<file path="config.mk">
export PLATFORM = sky130hd
export DESIGN_NAME = pipe_stage_reg
export DESIGN_NICKNAME = d
export VERILOG_FILES = /design/src/rtl/pipe_pkg.sv /design/src/rtl/pipe_entry.sv /design/src/rtl/pipe_stage_reg.sv
export SDC_FILE = /design/constraint.sdc
export NUM_CORES = 1
export LEC_CHECK = 0
export ABC_AREA = 0
export CAP_MARGIN = 20
export CORE_MARGIN = 2
export CORE_UTILIZATION = 54
export CTS_CLUSTER_DIAMETER = 200
export DETAILED_ROUTE_END_ITERATION = 8
export GPL_ROUTABILITY_DRIVEN = 0
export PLACE_DENSITY_LB_ADDON = 0.1
export SYNTH_ARGS = -nofsm -noshare
export SYNTH_HDL_FRONTEND = slang
export SYNTH_HIERARCHICAL = 1
export SYNTH_SLANG_ARGS = --single-unit
</file>
<file path="constraint.sdc">
create_clock -name clk -period 5.2 [get_ports clk]
set_input_delay 1.04 -clock clk [delete_from_list [all_inputs] [get_ports clk]]
set_output_delay 1.04 -clock clk [all_outputs]
set_load 0.05 [all_outputs]
</file>
<file path="src/rtl/pipe_pkg.sv">
// pipe_pkg: types and default widths shared by the pipeline stage registers.
// The occupancy encoding is the state encoding, so occupancy is a direct map.
package pipe_pkg;

    localparam int CTRL_W_DEF = 12;
    localparam int DATA_W_DEF = 136;

    typedef enum logic [1:0] {
        EMPTY = 2'd0,
        HEAD  = 2'd1,
        FULL  = 2'd2
    } stage_state_t;

    function automatic logic [1:0] state_occ(input stage_state_t s);
        logic [1:0] occ;
        occ = 2'd0;
        unique case (s)
            EMPTY:   occ = 2'd0;
            HEAD:    occ = 2'd1;
            FULL:    occ = 2'd2;
            default: occ = 2'd0;
        endcase
        return occ;
    endfunction

endpackage

</file>
<file path="src/rtl/pipe_entry.sv">
// pipe_entry: one stage entry (control + data) with load enable.
// Cleared asynchronously so a reset stage never exposes stale bundles.
module pipe_entry
    import pipe_pkg::*;
#(
    parameter int W = CTRL_W_DEF + DATA_W_DEF
) (
    input  logic         clk,
    input  logic         rst,
    input  logic         ld,
    input  logic [W-1:0] d,
    output logic [W-1:0] q
);

    // entry storage: clear on reset, capture when loaded
    always_ff @(posedge clk or negedge rst) begin
        if (!rst) begin
            q <= '0;
        end else if (ld) begin
            q <= d;
        end
    end

endmodule

</file>
<file path="src/rtl/pipe_stage_reg.sv">
// pipe_stage_reg: valid/ready pipeline register with optional skid entry.
// With a skid entry in_ready is registered, cutting the out_ready path.
module pipe_stage_reg
    import pipe_pkg::*;
#(
    parameter int CTRL_W = CTRL_W_DEF,
    parameter int DATA_W = DATA_W_DEF,
    parameter int SKID   = 1
) (
    input  logic              clk,
    input  logic              rst,
    input  logic              flush,
    input  logic              in_valid,
    output logic              in_ready,
    input  logic [CTRL_W-1:0] in_ctrl,
    input  logic [DATA_W-1:0] in_data,
    output logic              out_valid,
    input  logic              out_ready,
    output logic [CTRL_W-1:0] out_ctrl,
    output logic [DATA_W-1:0] out_data,
    output logic [1:0]        occupancy
);

    localparam int  EW       = CTRL_W + DATA_W;
    localparam bit  HAS_SKID = (SKID != 0);

    stage_state_t    state_q;
    stage_state_t    state_d;
    logic            in_xfer;
    logic            out_xfer;
    logic            head_ld;
    logic            skid_ld;
    logic [EW-1:0]   in_ent;
    logic [EW-1:0]   head_d;
    logic [EW-1:0]   head_q;
    logic [EW-1:0]   skid_q;

    assign in_ent    = {in_ctrl, in_data};
    assign out_valid = (state_q != EMPTY);
    // a flushed cycle never accepts, whatever the handshake says
    assign in_xfer   = in_valid & in_ready & ~flush;
    assign out_xfer  = out_valid & out_ready;

    // occupancy state register
    always_ff @(posedge clk or negedge rst) begin
        if (!rst) begin
            state_q <= EMPTY;
        end else begin
            state_q <= state_d;
        end
    end

    // next state and entry load selects; flush overrides everything
    always_comb begin
        state_d = state_q;
        head_ld = 1'b0;
        skid_ld = 1'b0;
        head_d  = in_ent;
        if (flush) begin
            state_d = EMPTY;
        end else begin
            unique case (state_q)
                EMPTY: begin
                    if (in_xfer) begin
                        state_d = HEAD;
                        head_ld = 1'b1;
                    end
                end
                HEAD: begin
                    if (in_xfer && out_xfer) begin
                        head_ld = 1'b1;
                    end else if (in_xfer && HAS_SKID) begin
                        state_d = FULL;
                        skid_ld = 1'b1;
                    end else if (out_xfer) begin
                        state_d = EMPTY;
                    end
                end
                FULL: begin
                    if (out_xfer) begin
                        state_d = HEAD;
                        head_ld = 1'b1;
                        head_d  = skid_q;
                    end
                end
                default: begin
                    state_d = EMPTY;
                end
            endcase
        end
    end

    pipe_entry #(
        .W (EW)
    ) u_head (
        .clk (clk),
        .rst (rst),
        .ld  (head_ld),
        .d   (head_d),
        .q   (head_q)
    );

    generate
        if (HAS_SKID) begin : g_skid
            logic rdy_q;

            pipe_entry #(
                .W (EW)
            ) u_skid (
                .clk (clk),
                .rst (rst),
                .ld  (skid_ld),
                .d   (in_ent),
                .q   (skid_q)
            );

            // ready is the registered "not full next cycle"
            always_ff @(posedge clk or negedge rst) begin
                if (!rst) begin
                    rdy_q <= 1'b0;
                end else begin
                    rdy_q <= (state_d != FULL);
                end
            end

            assign in_ready = rdy_q;
        end else begin : g_noskid
            assign skid_q   = '0;
            assign in_ready = ~out_valid | out_ready;
        end
    endgenerate

    assign out_ctrl  = out_valid ? head_q[EW-1:DATA_W] : '0;
    assign out_data  = head_q[DATA_W-1:0];
    assign occupancy = state_occ(state_q);

endmodule
</file>
==> reports/results.tsv, run 1 <==
stage	metric	value	unit
run_status	result of the run	complete, no violations	
logic_synthesis	EDFF count, synth	0	
placement	post-placement setup slack	1.63	ns
logic_synthesis	fraction of synthesized cell area taken by the top area cell type	56.8	%
finish	sequential standard cell area	7480	µm²
logic_synthesis	most used flip-flop cell after synthesis	sky130_fd_sc_hd__dfrtp_1	
drt	total iterations of the first detailed-routing run	6	
drt	total wire length	27900	µm
grt	vias in the first global route	8258	
cts	CTS-repair resized insts	0	
critical_path	WP data arrival	2.60	ns
critical_path	category of the critical setup timing path	flip-flop to output port	
placement	post-detailed-placement cell area	16300	µm²
timing	Slew headroom	32.5	%
cts	postcts setup bufs	0	
timing	Setup-failing EPs final	0	
timing	Max Freq	275	MHz
logic_synthesis	post-synthesis cell type count	23	
drt	initial drt markers	403	
critical_path	Critical Path End	out_ctrl[4]	
logic_synthesis	Cell Area, Synth	13200	µm²
finish	core utilization of the finished layout	72.3	%
cts	H-tree depth	2	
drt	total met3 wirelength after detailed routing	2010	µm
cts	number of clock buffers inserted by TritonCTS	34	
drt	met2 wire length	13200	µm
finish	share of final-layout standard cells stronger than drive strength 1	44.5	%
cts	number of buffers on the longest clock path	3	
grt	largest net degree at the start of global routing	131	
hold_path	Hold/Removal Path Class	flip-flop to flip-flop	
logic_synthesis	area leader, netlist	sky130_fd_sc_hd__dfrtp_1	
critical_path	capturing element type of the critical path	output port	
finish	area occupied by multi-input gates	5210	µm²
grt	wire length of the first global-routing pass	45000	µm
logic_synthesis	proportion of synthesized flip-flops having asynchronous set or reset	100	%
critical_path	r2r endpoint	u_head/q[113]	
drt	vias per inst	5.33	
critical_path	r2r worst-path depth	5	
timing	Fin Setup TNS	0	ns
floorplanning	std cell rows	57	
power_and_ir_drop	PD cells	472	nW/µm²
critical_path	worst reg2reg startpoint	state_q[1]	
critical_path	Required @ worst endpoint	4.16	ns
logic_synthesis	Yosys reg bits	299	
timing	final count of hold timing violations	0	
logic_synthesis	Synth Net Count	975	
logic_synthesis	dominant cells by area after synthesis	sky130_fd_sc_hd__dfrtp_1, sky130_fd_sc_hd__mux2_2, sky130_fd_sc_hd__buf_6	
power_and_ir_drop	standby leakage power	7.15	nW
floorplanning	width of the chip	160	µm
cts	Worst-path clk slew	0.06	ns
logic_synthesis	share of the yosys chip area belonging to registers	56.8	%
drt	highest signal layer in the routed design	met5	
grt	global routing usage summed across all routing layers	21.7	%
critical_path	family with the most delay on the worst path	simple AND/OR/NAND/NOR gates	
drt	wire length on met1	12100	µm
grt	antenna violations before repair	4	
placement	Port Buffer Count	304	
logic_synthesis	number of synthesis warnings	6	
critical_path	highest fanout seen on the critical path	14	
timing	share of the clock period used by the worst path after layout	69.9	%
drt	vias after detailed routing	7848	
critical_path	critical-path cell list	nor2_1, nor2b_1, clkdlybuf4s50_1	
finish	cell area after layout	17400	µm²
placement	post-detail-place hpwl	17800	µm
timing	transition at the pin with the smallest max-transition slack	1.01	ns
logic_synthesis	cells after synthesis	822	
critical_path	Buffers & Inverters on Critical Path	1	
timing	Post-Route Hold Slack	0.499	ns
cts	hold-fix buffers at CTS	0	
critical_path	cell type of the slowest stage on the worst timing path	sky130_fd_sc_hd__nor2_1	
floorplanning	Core Box Area	24100	µm²
drt	remaining antenna violation count	0	
critical_path	cell count along the critical path	3	
cts	CTS Root Buffer Type	sky130_fd_sc_hd__clkbuf_16	
finish	final layout net count	1276	
finish	area delta synth->final	32.3	%
floorplanning	overall die area	25700	µm²
logic_synthesis	leading cell type by number of instances after synthesis	sky130_fd_sc_hd__mux2_2	
logic_synthesis	most frequent cells after synthesis	sky130_fd_sc_hd__mux2_2, sky130_fd_sc_hd__dfrtp_1, sky130_fd_sc_hd__buf_6	
cts	CTS sink cnt	299	
drt	DRC viols	0	
timing	fin worst setup slack	1.56	ns
power_and_ir_drop	VDD IR max	322	µV
floorplanning	Starting Density	54.7	%
grt	global route total overflow	0	
critical_path	startpoint type of the worst setup path	flip-flop	
timing	minimum period implied by the final worst setup slack	3.64	ns
timing	final clock skew	0.0126	ns
cts	Clock Latency Late Sink	0.50	ns
critical_path	critical path startpoint	state_q[1]	
critical_path	FF-to-FF setup slack	1.94	ns
timing	unrepaired setup endpoints after global routing	no	
floorplanning	I/O Pins	305	
run	max capacitance violation total	0	
critical_path	Max stage delay on crit path	0.78	ns
logic_synthesis	syn_area_per_cell	16.0	µm²
floorplanning	Die H	160	µm
timing	Max Slew Vio Count	0	
finish	filler cell count	1706	
cts	TritonCTS clock tree	done	
drt	final routed wire length divided by cell count	18.9	µm
## state kept, by name, indices dropped and copies added, names as in the netlist
name / cells
g_skid.u_skid/q: 148
u_head/q: 148
state_q: 2
in_ready: 1
## cell usage in the layout (no fill, tap or decap)
cell                                n
sky130_fd_sc_hd__a21oi_4            1
sky130_fd_sc_hd__bufinv_16          2
sky130_fd_sc_hd__a211o_1            1
sky130_fd_sc_hd__o22ai_1            1
sky130_fd_sc_hd__clkdlybuf4s50_1  303
sky130_fd_sc_hd__buf_12             5
sky130_fd_sc_hd__nand2b_1           1
sky130_fd_sc_hd__a211oi_1           1
sky130_fd_sc_hd__a32oi_1            1
sky130_fd_sc_hd__buf_8              1
sky130_fd_sc_hd__nand3_1            1
sky130_fd_sc_hd__nor3_2             1
sky130_fd_sc_hd__inv_1              2
sky130_fd_sc_hd__nor2_1             1
sky130_fd_sc_hd__or2_2              1
sky130_fd_sc_hd__nor3b_4            1
sky130_fd_sc_hd__clkinvlp_4         1
sky130_fd_sc_hd__nand2_1            1
sky130_fd_sc_hd__nor2b_1           14
sky130_fd_sc_hd__diode_2            2
sky130_fd_sc_hd__mux2i_1            1
sky130_fd_sc_hd__clkbuf_1           9
sky130_fd_sc_hd__clkbuf_8           6
sky130_fd_sc_hd__buf_4              5
sky130_fd_sc_hd__clkbuf_16         37
sky130_fd_sc_hd__clkinv_2           5
sky130_fd_sc_hd__nand4b_1           1
sky130_fd_sc_hd__dfrtp_1          299
sky130_fd_sc_hd__mux2_2           444
## metal layers
metal	vias to the layer above	track usage, %
met5	-	0
met4	4	6.59
met3	41	6.73
met2	209	34.9
met1	4025	28.4
li1	3569	-
## worst min-delay path by stage
stage / startpoint / endpoint / slack (ns) / cells after the start
6_report: g_skid.u_skid/q[60] / g_skid.u_skid/q[60] / 0.50 / 1
5_1_grt: u_head/q[142] / u_head/q[142] / 0.51 / 1
4_1_cts: u_head/q[147] / u_head/q[147] / 0.50 / 1
3_5_place_dp: u_head/q[147] / u_head/q[147] / 0.49 / 1
3_3_place_gp: u_head/q[140] / u_head/q[140] / 0.48 / 1
2_1_floorplan: u_head/q[145] / u_head/q[145] / 0.47 / 1
## per-stage QoR
step	power, W	instances
2_1_floorplan	0.00497	822
3_5_place_dp	0.00589	1411
3_3_place_gp	0.00582	1411
5_1_grt	0.00860	1473
6_report	0.00823	1473
4_1_cts	0.00833	1471
## cells by family after synthesis
logic type      count (synthesis)  share of synthesized area, %
simple gates                   22                          1.10
mux                           445                          38.0
flops                         299                          56.8
buf+inv                        51                          3.82
compound gates                  5                         0.275
## final cells by class
cell class                 instances  area share [%]
clock inverter                     8           0.531
inverter                           2          0.0431
multi-input combinational        472            29.9
clock buffer                      52            5.98
antenna                            2          0.0287
timing repair buffer             314            18.3
sequential                       299            42.9
tap                              324            2.33
## report_power, final
group	leakage, nW	switching (W)	internal [W]	total (W)
Combinational	3.01	0.00142	0.00112	0.00254
Clock	0.558	0.000909	0.00148	0.00239
Sequential	3.58	0.000317	0.00299	0.00331
Total	7.15	0.00265	0.00559	0.00823
No activity file was read; power rests on OpenSTA's default activity.
==> run 2, diff against run 1 <==
- CORE_UTILIZATION: 54 -> 50
- clock period: 5.2 -> 3.77 ns (I/O delays scaled with it)
==> reports/results.tsv, run 2 (same netlist as run 1, synthesis figures left out) <==
stage	metric	value	unit	change
power_and_ir_drop	PD cells	646	nW/µm²	+37%
cts	CTS sink cnt	299		unchanged
finish	largest registers in the final layout	g_skid.u_skid/q x148, u_head/q x148, state_q x2		
grt	antenna violations before repair	3		-1
power_and_ir_drop	fraction of power spent switching nets	32.1	%	-0.070 points
timing	share of the clock period used by the worst path after layout	77.1	%	
power_and_ir_drop	VDD IR max	449	µV	+40%
run_status	result of the run	complete, no violations		
power_and_ir_drop	Sequential Power Share	40.3	%	about the same
critical_path	capturing element type of the critical path	output port		
drt	DRC viols	0		unchanged
floorplanning	width of the chip	166	µm	+3.8%
critical_path	category of the critical setup timing path	flip-flop to output port		
drt	total wire length	27900	µm	about the same
finish	non-filler instance count after layout	1489		+1.1%
timing	Max Slew Vio Count	0		unchanged
floorplanning	Core Box Area	26000	µm²	+7.8%
finish	share of final-layout standard cells stronger than drive strength 1	44.7	%	+0.28 points
cts	CTS-repair resized insts	0		unchanged
cts	Clock Latency Late Sink	0.50	ns	about the same
cts	hold-fix buffers at CTS	0		unchanged
critical_path	worst reg2reg startpoint	state_q[0]		
critical_path	startpoint type of the worst setup path	flip-flop		
finish	most common cell after layout, fill and taps aside	sky130_fd_sc_hd__mux2_2		
grt	vias in the first global route	8289		+0.38%
cts	CTS Root Buffer Type	sky130_fd_sc_hd__clkbuf_16		
critical_path	critical-path cell list	nor2_1, buf_4, nor2b_1, clkdlybuf4s50_1		
placement	post-detailed-placement cell area	16400	µm²	+0.58%
finish	cell area after layout	17500	µm²	+0.55%
floorplanning	std cell rows	59		+3.5%
run	max capacitance violation total	0		unchanged
drt	vias after detailed routing	7782		-0.84%
cts	H-tree depth	2		unchanged
timing	final count of hold timing violations	0		unchanged
critical_path	Buffers & Inverters on Critical Path	2		+1
timing	fin worst setup slack	0.865	ns	-0.698 ns
drt	vias per inst	5.23		-1.9%
finish	most frequent cells in the layout	sky130_fd_sc_hd__mux2_2, sky130_fd_sc_hd__clkdlybuf4s50_1, sky130_fd_sc_hd__dfrtp_1		
power_and_ir_drop	standby leakage power	7.18	nW	+0.48%
grt	wire length of the first global-routing pass	45200	µm	+0.44%
critical_path	Max stage delay on crit path	0.86	ns	+0.08 ns
floorplanning	Die H	166	µm	+3.8%
critical_path	family with the most delay on the worst path	buffers and inverters		
cts	Worst-path clk slew	0.06	ns	about the same
timing	minimum period implied by the final worst setup slack	2.90	ns	
drt	initial drt markers	331		-18%
cts	number of buffers on the longest clock path	3		unchanged
placement	post-placement setup slack	0.752	ns	-0.877 ns
grt	global route total overflow	0		unchanged
critical_path	cell type of the slowest stage on the worst timing path	sky130_fd_sc_hd__clkdlybuf4s50_1		
power_and_ir_drop	power share of the combinational group	30.9	%	about the same
placement	post-detail-place hpwl	17900	µm	+0.33%
critical_path	Required @ worst endpoint	3.02	ns	-1.14 ns
floorplanning	overall die area	27700	µm²	+7.8%
power_and_ir_drop	Switching Power	0.00363	W	+37%
timing	transition at the pin with the smallest max-transition slack	0.665	ns	-0.345 ns
critical_path	WP data arrival	2.15	ns	-0.45 ns
critical_path	critical path startpoint	state_q[1]		
finish	final layout net count	1280		+0.31%
placement	Port Buffer Count	304		unchanged
cts	number of clock buffers inserted by TritonCTS	34		unchanged
cts	postcts setup bufs	0		unchanged
finish	area delta synth->final	33.0	%	
hold_path	Hold/Removal Path Class	input pin to asynchronous set/reset pin		
grt	global routing usage summed across all routing layers	20.1	%	-1.6 points
timing	final clock skew	0.0116	ns	-0.000987 ns
drt	final routed wire length divided by cell count	18.7	µm	-1.0%
finish	core utilization of the finished layout	67.4	%	-4.9 points
drt	total iterations of the first detailed-routing run	4		-2
timing	Fin Setup TNS	0	ns	unchanged
timing	unrepaired setup endpoints after global routing	no		
floorplanning	Starting Density	50.7	%	-4.0 points
floorplanning	I/O Pins	305		unchanged
timing	Max Freq	344	MHz	
power_and_ir_drop	power share of the clock group	28.8	%	-0.2 points
timing	Slew headroom	55.7	%	+23 points
placement	total placed cells including tap cells	1426		+1.1%
critical_path	highest fanout seen on the critical path	13		-1
timing	Setup-failing EPs final	0		unchanged
drt	remaining antenna violation count	0		unchanged
grt	largest net degree at the start of global routing	84		-36%
power_and_ir_drop	internal power	0.00769	W	+38%
cts	TritonCTS clock tree	done		
==> run 2: cell count changes in the layout (fill, tap and decap cells not counted), sizes merged <==
cell      previous run  this run
clkinvlp             1         0
bufinv               2         0
inv                  2         3
buf                 11        15
clkbuf              52        59
clkinv               5         0
diode                2         3
==> run 2: final timing paths <==
check,slack [ns],depth (start not counted),endpoint
worst min register to register,0.50,1,u_head/q[141]
max in group asynchronous,2.69,2,u_head/q[142]
min in group clk,0.50,1,u_head/q[141]
worst max register to register,1.52,5,u_head/q[104]
worst min-delay path,0.27,1,g_skid.u_skid/q[112]
worst max-delay path,0.87,4,out_ctrl[6]
==> run 2: metal layers <==
metal | up-vias | routed length (µm) | track usage, %
met5 | - | 0 | 0
met4 | 0 | 686 | 6.67
met3 | 46 | 1910 | 6.03
met2 | 212 | 12800 | 31.4
met1 | 3952 | 12500 | 27.1
li1 | 3572 | - | -
==> run 2: layout make-up <==
type	instances	area [µm²]
timing repair buffer	318	3270
fill	1891	8460
sequential	299	7480
clock buffer	59	1130
antenna	3	7.51
tap	335	419
inverter	2	7.51
clock inverter	1	8.76
multi-input combinational	472	5210
==> run 2: metrics by stage <==
step                total power (W)  hold slack [ns]
finish                       0.0113            0.266
global route                 0.0118            0.317
CTS                          0.0114            0.282
detailed placement          0.00813            0.488
global placement            0.00805            0.482
floorplan                   0.00686            0.458
==> run 2: power groups by stage <==
stage	Sequential [W]	Clock [W]	Combinational, W
after floorplan	0.00572	0	0.00114
after global placement	0.00457	0	0.00348
after detailed placement	0.00461	0	0.00353
after CTS	0.00456	0.00335	0.00354
after global routing	0.00468	0.00350	0.00367
final	0.00456	0.00326	0.00350
